**config.mk**
```make
export PLATFORM = sky130hd
export DESIGN_NAME = fir_filter_mc
export DESIGN_NICKNAME = d
export VERILOG_FILES = /design/src/rtl/fir_filter_mc.sv
export SDC_FILE = /design/constraint.sdc
export NUM_CORES = 2
export LEC_CHECK = 0
export CAP_MARGIN = 10
export CORE_ASPECT_RATIO = 0.9
export CORE_MARGIN = 2
export CORE_UTILIZATION = 58
export CTS_CLUSTER_SIZE = 8
export DETAILED_ROUTE_END_ITERATION = 10
export MAX_ROUTING_LAYER = met4
export PLACE_DENSITY = 0.88
export SLEW_MARGIN = 20
export SYNTH_ARGS = -nofsm -noshare
export SYNTH_HDL_FRONTEND = slang
export SYNTH_SLANG_ARGS = --single-unit
```
**constraint.sdc**
```tcl
create_clock -name clk -period 14 [get_ports clk]
set_input_delay 1.4 -clock clk [delete_from_list [all_inputs] [get_ports clk]]
set_output_delay 1.4 -clock clk [all_outputs]
set_load 0.01 [all_outputs]
```
**src/rtl/fir_filter_mc.sv**
```systemverilog
// fir_filter_mc: time-multiplexed multi-channel FIR filter.
// A single multiply-accumulate unit walks one channel's delay line per
// sample, then rounds (half-up), saturates and presents the result on a
// valid/ready output. Coefficients are shared by all channels and may be
// rewritten at run time except while a MAC sequence is in flight.
module fir_filter_mc #(
   parameter int DATA_WIDTH  = 16,
   parameter int COEFF_WIDTH = 16,
   parameter int NUM_TAPS    = 8,
   parameter int NUM_CH      = 2,
   parameter int OUT_SHIFT   = 15,
   localparam int TAP_W      = $clog2(NUM_TAPS),
   localparam int CH_W       = (NUM_CH > 1) ? $clog2(NUM_CH) : 1
) (
   input  logic                          clk,
   input  logic                          rst,
   input  logic                          coef_we,
   input  logic [TAP_W-1:0]              coef_addr,
   input  logic signed [COEFF_WIDTH-1:0] coef_data,
   input  logic                          in_valid,
   output logic                          in_ready,
   input  logic [CH_W-1:0]               in_ch,
   input  logic signed [DATA_WIDTH-1:0]  in_data,
   output logic                          out_valid,
   input  logic                          out_ready,
   output logic [CH_W-1:0]               out_ch,
   output logic signed [DATA_WIDTH-1:0]  out_data
);

   localparam int PROD_W = DATA_WIDTH + COEFF_WIDTH;
   // Headroom of clog2(NUM_TAPS) bits keeps the full sum of products exact.
   localparam int ACC_W  = PROD_W + TAP_W;

   localparam logic [TAP_W-1:0] LAST_TAP = TAP_W'(NUM_TAPS - 1);

   // Rounding constant and saturation bounds, one bit wider than the
   // accumulator so the rounding add can never wrap.
   localparam logic signed [ACC_W:0] RND_HALF = {{ACC_W{1'b0}}, 1'b1} << (OUT_SHIFT - 1);
   localparam logic signed [ACC_W:0] SAT_MAX  =
      {{(ACC_W + 2 - DATA_WIDTH){1'b0}}, {(DATA_WIDTH - 1){1'b1}}};
   localparam logic signed [ACC_W:0] SAT_MIN  =
      {{(ACC_W + 2 - DATA_WIDTH){1'b1}}, {(DATA_WIDTH - 1){1'b0}}};

   typedef enum logic [1:0] {
      S_IDLE = 2'd0,
      S_MAC  = 2'd1,
      S_OUT  = 2'd2
   } state_t;

   state_t                        state_q, state_d;
   logic [TAP_W-1:0]              tap_q, tap_d;
   logic [CH_W-1:0]               ch_q, ch_d;
   logic signed [ACC_W-1:0]       acc_q, acc_d;
   logic signed [DATA_WIDTH-1:0]  dline_q [NUM_CH][NUM_TAPS];
   logic signed [DATA_WIDTH-1:0]  dline_d [NUM_CH][NUM_TAPS];
   logic signed [COEFF_WIDTH-1:0] coef_q [NUM_TAPS];
   logic signed [COEFF_WIDTH-1:0] coef_d [NUM_TAPS];
   logic signed [DATA_WIDTH-1:0]  out_data_q, out_data_d;
   logic [CH_W-1:0]               out_ch_q, out_ch_d;

   logic                          accept;
   logic                          ch_ok;
   logic                          coef_ok;
   logic signed [DATA_WIDTH-1:0]  mac_x;
   logic signed [COEFF_WIDTH-1:0] mac_c;
   logic signed [PROD_W-1:0]      mac_prod;
   logic signed [ACC_W-1:0]       acc_sum;

   // Round half-up: add one half LSB of the result, then arithmetic shift.
   function automatic logic signed [ACC_W:0] round_shift(input logic signed [ACC_W-1:0] a);
      logic signed [ACC_W:0] t;
      t = (ACC_W + 1)'(a) + RND_HALF;
      return t >>> OUT_SHIFT;
   endfunction

   // Clamp the rounded value into the signed output range.
   function automatic logic signed [DATA_WIDTH-1:0] saturate(input logic signed [ACC_W:0] r);
      if (r > SAT_MAX) begin
         return SAT_MAX[DATA_WIDTH-1:0];
      end else if (r < SAT_MIN) begin
         return SAT_MIN[DATA_WIDTH-1:0];
      end else begin
         return r[DATA_WIDTH-1:0];
      end
   endfunction

   // Ready only in IDLE, and never while reset is held.
   assign in_ready  = (state_q == S_IDLE) && !rst;
   assign accept    = in_valid && in_ready;
   // Zero-extended compares stay meaningful for power-of-two sizes too.
   assign ch_ok     = ({1'b0, in_ch} < (CH_W + 1)'(NUM_CH));
   assign coef_ok   = ({1'b0, coef_addr} < (TAP_W + 1)'(NUM_TAPS));

   assign out_valid = (state_q == S_OUT);
   assign out_data  = out_data_q;
   assign out_ch    = out_ch_q;

   // Shared MAC datapath: product of the current tap and running sum.
   always_comb begin
      mac_x    = dline_q[ch_q][tap_q];
      mac_c    = coef_q[tap_q];
      mac_prod = PROD_W'(mac_x) * PROD_W'(mac_c);
      acc_sum  = acc_q + ACC_W'(mac_prod);
   end

   // Control FSM: next state, tap counter, accumulator and output capture.
   always_comb begin
      state_d    = state_q;
      tap_d      = tap_q;
      ch_d       = ch_q;
      acc_d      = acc_q;
      out_data_d = out_data_q;
      out_ch_d   = out_ch_q;
      unique case (state_q)
         S_IDLE: begin
            // A sample for a nonexistent channel is swallowed without effect.
            if (accept && ch_ok) begin
               state_d = S_MAC;
               tap_d   = '0;
               ch_d    = in_ch;
               acc_d   = '0;
            end
         end
         S_MAC: begin
            acc_d = acc_sum;
            tap_d = tap_q + TAP_W'(1);
            if (tap_q == LAST_TAP) begin
               state_d    = S_OUT;
               tap_d      = '0;
               out_data_d = saturate(round_shift(acc_sum));
               out_ch_d   = ch_q;
            end
         end
         S_OUT: begin
            if (out_ready) begin
               state_d = S_IDLE;
            end
         end
         default: begin
            state_d = S_IDLE;
         end
      endcase
   end

   // Delay line update: newest sample enters tap 0 of its own channel.
   always_comb begin
      dline_d = dline_q;
      if (accept && ch_ok) begin
         for (int k = NUM_TAPS - 1; k > 0; k--) begin
            dline_d[in_ch][k] = dline_q[in_ch][k-1];
         end
         dline_d[in_ch][0] = in_data;
      end
   end

   // Coefficient port: frozen during MAC so one result sees one coefficient set.
   always_comb begin
      coef_d = coef_q;
      if (coef_we && coef_ok && (state_q != S_MAC)) begin
         coef_d[coef_addr] = coef_data;
      end
   end

   // State register; reset aborts any computation and clears all storage.
   always_ff @(posedge clk or posedge rst) begin
      if (rst) begin
         state_q    <= S_IDLE;
         tap_q      <= '0;
         ch_q       <= '0;
         acc_q      <= '0;
         out_data_q <= '0;
         out_ch_q   <= '0;
         for (int c = 0; c < NUM_CH; c++) begin
            for (int k = 0; k < NUM_TAPS; k++) begin
               dline_q[c][k] <= '0;
            end
         end
         for (int k = 0; k < NUM_TAPS; k++) begin
            coef_q[k] <= '0;
         end
      end else begin
         state_q    <= state_d;
         tap_q      <= tap_d;
         ch_q       <= ch_d;
         acc_q      <= acc_d;
         out_data_q <= out_data_d;
         out_ch_q   <= out_ch_d;
         dline_q    <= dline_d;
         coef_q     <= coef_d;
      end
   end

endmodule

```
After elaboration in Yosys (flattened, before gate mapping)
Index checks and enable logic that the tools add are counted.
{ "totals": {"word_cells": 115, "latch_bits": 0, "input_bits": 41, "rom_bits": 0, "ramBits": 0, "regBits": 442, "out_inout_bits": 19, "memories": 0} }
{ "classes": {"bitwise": 4, "n_shift": 0, "reduce_logical": 12, "n_eq_ne": 7, "mul": 1, "add_sub_neg": 3, "n_lt_le_gt_ge": 8, "div": 0, "n_mux": 50} }
{ "ops": {"columns": ["op", "n"], "rows": [
  ["$bwmux 256", 8],
  ["$demux 128 s1", 8],
  ["$mux 128", 7],
  ["$bwmux 128", 1],
  ["$mux 16", 8],
  ["$mux 112", 1],
  ["$bmux 16 s3", 2],
  ["$mux 96", 1],
  ["$mux 80", 1],
  ["$pmux 35 s2", 1],
  ["$mux 64", 1],
  ["$demux 16 s3", 1],
  ["$mux 48", 1],
  ["$add 35x16->36 const B", 1],
  ["$add 35x32->35", 1],
  ["$mux 35", 1],
  ["$mul 16x16->32", 1],
  ["$mux 32", 1],
  ["$gt 21x16->1 const B", 1],
  ["$lt 21x16->1 const B", 1],
  ["$ge 4x4->1 const B", 2],
  ["$not 3->4", 2],
  ["$mux 2", 3],
  ["$mux 3", 2],
  ["other kinds (18)", 28]
]} }

Longest topological paths before layout
{ "depth": {"depth_word": 13, "ltp_mapped": 37, "ltp_nobuf": 29} }

Worst setup path before layout
OpenSTA, ideal clock, no wires.
{ "synth_path": {"path_kind": "register to register", "start": "register tap_q[0]", "end": "register out_data_q[0] (netlist: out_data[0])", "stages_incl_launch_ff": 34, "synth_period_minus_slack_ns": 9.527, "setup_time_ns": 0.128, "arrival_time_ns": 9.399, "setup_slack_ns": 4.473, "required_time_ns": 13.872, "path_buffers": 7, "path_cell_list": "dfrtp_1 > clkbuf_1 > clkbuf_1 > buf_1 > clkbuf_1 > mux4_2 > mux2_2 > nand2_1 > inv_1 > fa_1 > inv_1 > fa_1 > fa_1 > inv_1 > fa_1 > fa_1 > inv_1 > fa_1 > inv_1 > ha_1 > clkbuf_1 > nand4_1 > o22ai_1 > or2_2 > a31oi_1 > xnor2_2 > nand4b_4 > or3_1 > buf_2 > or2_0 > o41ai_2 > a211o_2 > buf_6 > o211ai_2"} }
{ "synth_via": {"elab_chain_len": 10, "elab_cells_between_ends": 16, "cone_classes": "add/sub (2); mul (1); order compare (2); eq/ne (1); mux (8); bitwise (1); reduce/logical (1)"} }
{ "synth_rtl": {"columns": ["item", "line_no", "rtl"], "rows": [
  ["start: declaration", "51", "logic [TAP_W-1:0] tap_q, tap_d;"],
  ["start signal: assignment", "183", "tap_q <= tap_d;"],
  ["$not 3->4 (implied by the code)", "100, 101", null],
  ["$bmux 16 s3 (on tied branches)", "100, 101", null],
  ["$mux 16 (on tied branches) (2 in series)", "100, 101", null],
  ["$mul 16x16->32", "102", "mac_prod = PROD_W'(mac_x) * PROD_W'(mac_c);"],
  ["$add 35x32->35", "103", "acc_sum = acc_q + ACC_W'(mac_prod);"],
  ["$add 35x16->36", "72", "t = (ACC_W + 1)'(a) + RND_HALF;"],
  ["$lt 21x16->1", "80", "end else if (r < SAT_MIN) begin"],
  ["$mux 16", "80", null],
  ["$mux 16", "78", "if (r > SAT_MAX) begin"],
  ["end signal: assignment", "186", "out_data_q <= out_data_d;"],
  ["end: declaration", "58", "logic signed [DATA_WIDTH-1:0] out_data_q, out_data_d;"]
]} }
Parallel ways exist; a longest one is shown, timed or not. The select of a mux whose other input is x is not followed.
A chain may end at the register's enable or synchronous reset.

Worst setup path after layout
{ "layout_path": {"start": "register ch_q", "end": "register out_data_q[12] (netlist: out_data[12])"} }
{ "layout_via": {"elab_chain_len": 13, "elab_cells_between_ends": 14, "cone_classes": "add/sub (2); mul (1); order compare (2); mux (8); bitwise (1)"} }
{ "layout_rtl": {"columns": ["item", "line_no", "rtl"], "rows": [
  ["start: declaration", "52", "logic [CH_W-1:0] ch_q, ch_d;"],
  ["start signal: assignment", "184", "ch_q <= ch_d;"],
  ["$not 1->2 (implied by the code) *", "100", "mac_x = dline_q[ch_q][tap_q];"],
  ["$mux 128 (implied by the code) * (3 in series)", "100", null],
  ["$bmux 16 s3 *", "100", null],
  ["$mux 16 (implied by the code) * (2 in series)", "100", null],
  ["$mul 16x16->32 *", "102", null],
  ["$add 35x32->35 *", "103", null],
  ["$add 35x16->36 *", "72", null],
  ["$lt 21x16->1", "80", null],
  ["$mux 16", "80", null],
  ["$mux 16 *", "78", null]
]} }
Mark *: on every way between the ends. The rest lies on a longest branch, timed or not. The select of a mux whose other input is x is not followed.

==> summary.md <==
| Metric | Value |
|---|---|
| Hold Path Depth | `1` |
| Initial core utilization | `roughly three fifths` |
| # IOs | `60` |
| Vias/cell | `around 6.2` |
| Port Buffer Count | `59` |
| GRT overflow | `0` |
| Syn_area_per_cell | `roughly 12 µm²` |
| Core area | `54,120 µm²` |
| Final setup violation count | `0` |
| Syn Nets | `about 3,000` |
| Total number of vias | `between 20,000 and 25,000` |
| CP arrival | `between 10 and 15 ns` |
| Mapped cell area | `~32,000 µm²` |
| Max_slew headroom | `between 20% and 30%` |
| Root buffer cell | `clkbuf_16` |
| Critical Path End Type | `register` |
| Most frequent cells after synthesis | `442 x dfrtp_1, 403 x mux2_2, 342 x inv_1, 310 x fa_1, 189 x nand2_1` |
| Antenna violations before repair | `1` |
| Min Tclk post-route | `~11 ns` |
| Area growth, synth to finish | `9.682%` |
| Crit path max fanout | `50` |
| Cell accounting for the most synthesized area | `dfrtp_1` |
| R2R Path End | `out_data[12]` |
| Crit Path Class | `register to register` |
| Max Slew Vio Count | `0` |
| Synth Register Bits | `about 440` |
| Die H | `around 230 µm` |
| Post-CTS setup repair buffer count | `0` |
| XOR/XNOR Fraction of Synth Area | `~1.3%` |
| First-pass GRT wire length | `about 120,000 µm` |
| Cts bufs inserted | `66` |
| FFs w/ async S/R, synth | `100.0%` |
| Htree depth | `3` |
| Cell with the most instances after synthesis | `dfrtp_1` |
| Main combinational cell family by area after synthesis | `adder cells` |
| Req. time, crit path | `about 14 ns` |
| Count of cell types in the netlist | `79` |
| Prevailing post-synth register cell | `dfrtp_1` |
| Final WL | `~75,000 µm` |
| Post-synthesis sequential area ratio | `between 30% and 40%` |
| Share of post-route cells with drive strength above 1 | `about 26%` |
| Drt pass-1 iters | `7` |
| Vias in the first global route | `23,366` |
| Worst min path class | `register to register` |
| DP HPWL | `~50,000 µm` |
| Worst-Margin Slew | `roughly 1.2 ns` |
| Num Clock Sinks | `442` |
| Fmax | `around 0.094 GHz` |
| Synthesized instance count | `about 2,600` |
| Worst-Skew Late Latency | `just over 0.6 ns` |
| Area share of the leading cell type in the synthesized netlist | `a little over a third` |
| Hold_buf cts | `0` |
| Crit share post-route | `between 70 and 80%` |
| Mux contribution to synthesized area | `22.46%` |
| R2R Setup Slk | `~3.3 ns` |
| GRT Overall Usage | `between 20% and 30%` |
| Residual DRC count | `0` |
| Reg clk slew, reported paths | `roughly 0.050 ns` |
| Total of max-cap violations | `0` |
| Unrepaired setup endpoints after global routing | `false` |
| R2R depth | `27` |
| Synth area leaders | `dfrtp_1 35%, fa_1 20%, mux2_2 14%` |
| Row cnt | `81` |
| Finished Core Util | `around 64%` |
| Iter 0 DRT Violations | `1,716` |
| Antenna Violating Nets Remaining | `0` |
| Post-synth EDFFs | `0` |
| Setup crit start kind | `register` |
| Reg2reg start | `ch_q` |
| Final Hold Fails | `0` |
| Simple-Gate Fraction of Synth Area | `between 7 and 8%` |
| Die area | `56,500 µm²` |
| Warnings, synthesis | `0` |
| DR WL/cell | `around 23 µm` |
| Synth Area in Compound Gates | `4.811%` |
| Hold Crit Start | `coef_q[110]` |
| RD Place Congestion | `between 0.9 and 1` |
| Status | `finished clean` |
| Largest net degree at the start of global routing | `just under 200` |
| Clock skew | `~0.048 ns` |
| CTS tree | `yes` |
| Hold EP | `coef_q[110]` |
| Adder-Cell Fraction of Synth Area | `23.82%` |
| Worst-case clock buffer depth | `3` |
| Post-route setup TNS | `0 ns` |
| Post-cts resize count | `0` |
| Nets | `slightly above 3,000` |
| Die width | `250.3 µm` |
[worst max-delay path by stage]
stage	start	to	slack (ns)	depth (start not counted)
floorplan	rst	acc_q[0]	0.28	1
global placement	tap_q[0]	out_data[11]	3.68	26
detailed placement	ch_q	out_data[14]	3.47	25
CTS	ch_q	out_data[12]	3.42	25
global route	ch_q	out_data[12]	2.79	27
finish	ch_q	out_data[12]	3.35	27
[cells in the final DEF (no fill, tap or decap), types with 4 or more instances in the layout]
cell type        synthesis  final
a211o_1                  4      4
a211oi_1                 7      7
a21o_1                  11     11
a21oi_1                 28     27
a21oi_2                  4      5
a22o_1                  19     19
a311oi_1                 4      4
a31oi_1                  8      8
and2_1                  17     17
and3_1                   8      8
and4_1                   4      4
buf_4                    1     19
clkbuf_16                0     66
clkdlybuf4s50_1          0     59
dfrtp_1                442    438
fa_1                   310    310
ha_1                   107    107
inv_1                  342    341
mux2_2                 403    403
mux2i_1                 21     21
mux4_2                 105    105
nand2_1                189    189
nand2b_1                23     23
nand3_1                 10      9
nand4_1                  9      9
nor2_1                  99     98
nor2b_1                 60     59
nor3_1                  19     19
o211ai_1                13     13
o211ai_2                12     12
o21a_1                   9      9
o21ai_0                 42     39
o21ai_1                  5      7
or2_2                    5      5
or3_1                    4      4
xnor2_1                 24     24
xor2_1                  17     17
[area by class of cell]
class                      count  area [µm²]
fill                        3764       19380
multi-input combinational   1652       18860
sequential                   442       11070
clock buffer                  70        1677
inverter                     342        1291
tap                          705       882.1
timing repair buffer          84       834.6
clock inverter                 8       120.1
antenna                        1       2.502
[stage by stage]
stage | cell area [µm²] | hold WS [ns] | instances | worst slack (ns)
finish | 34740 | 0.4989 | 3304 | 3.347
global route | 34740 | 0.5158 | 3304 | 2.795
floorplan | 31680 | 0.4563 | 2560 | 0.2848
global placement | 32880 | 0.4809 | 3223 | 3.682
detailed placement | 32880 | 0.4901 | 3223 | 3.470
CTS | 34680 | 0.5005 | 3301 | 3.419
[worst max-delay path, cell delays in order, from the launching register on]
cell,delay (ns)
dfrtp_4,0.64
buf_4,0.81
mux4_2,0.65
mux2_2,0.28
o21ai_0,0.84
nor2_1,0.15
fa_1,0.63
fa_1,0.54
inv_1,0.06
fa_1,0.49
inv_1,0.06
fa_1,0.50
fa_1,0.50
inv_1,0.05
fa_1,0.47
inv_1,0.05
ha_1,0.41
a21oi_1,0.32
o22ai_1,0.21
or2_2,0.32
a31oi_1,0.42
o21ai_0,0.21
xor2_1,0.36
nand4b_1,0.31
or2_0,0.31
o41ai_2,0.31
a211o_2,0.39
o211ai_1,0.16
[per-layer routing]
layer  routed length (µm)  up-vias  global-route usage (%)
met3                 5177      291                   5.901
met5                    0        -                       -
met2                38110      826                   48.01
met1                28360    10638                   34.03
li1                     -     8634                       -
met4                 3446        0                   12.71
[state kept, by name, summed over array words and instances, names as in the netlist]
name	flops
out_data	16
coef_q	128
ch_q	1
dline_q	256
state_q	2
out_ch	1
tap_q	3
acc_q	35
[logic make-up (layout without fill, tap and decap cells)]
kind of cell,Yosys count,count (layout)
AOI/OAI and AO/OA,197,197
xor gates and xnor gates,44,44
adders and majority gates,417,417
buffers and inverters,466,504
DFF,442,442
muxes,529,529
other,0,1
and+or+nand+nor,465,465
Power is left out: the tool's default activity adds up to more than one toggle a clock period on the data nets, which glitch-free logic cannot reach.
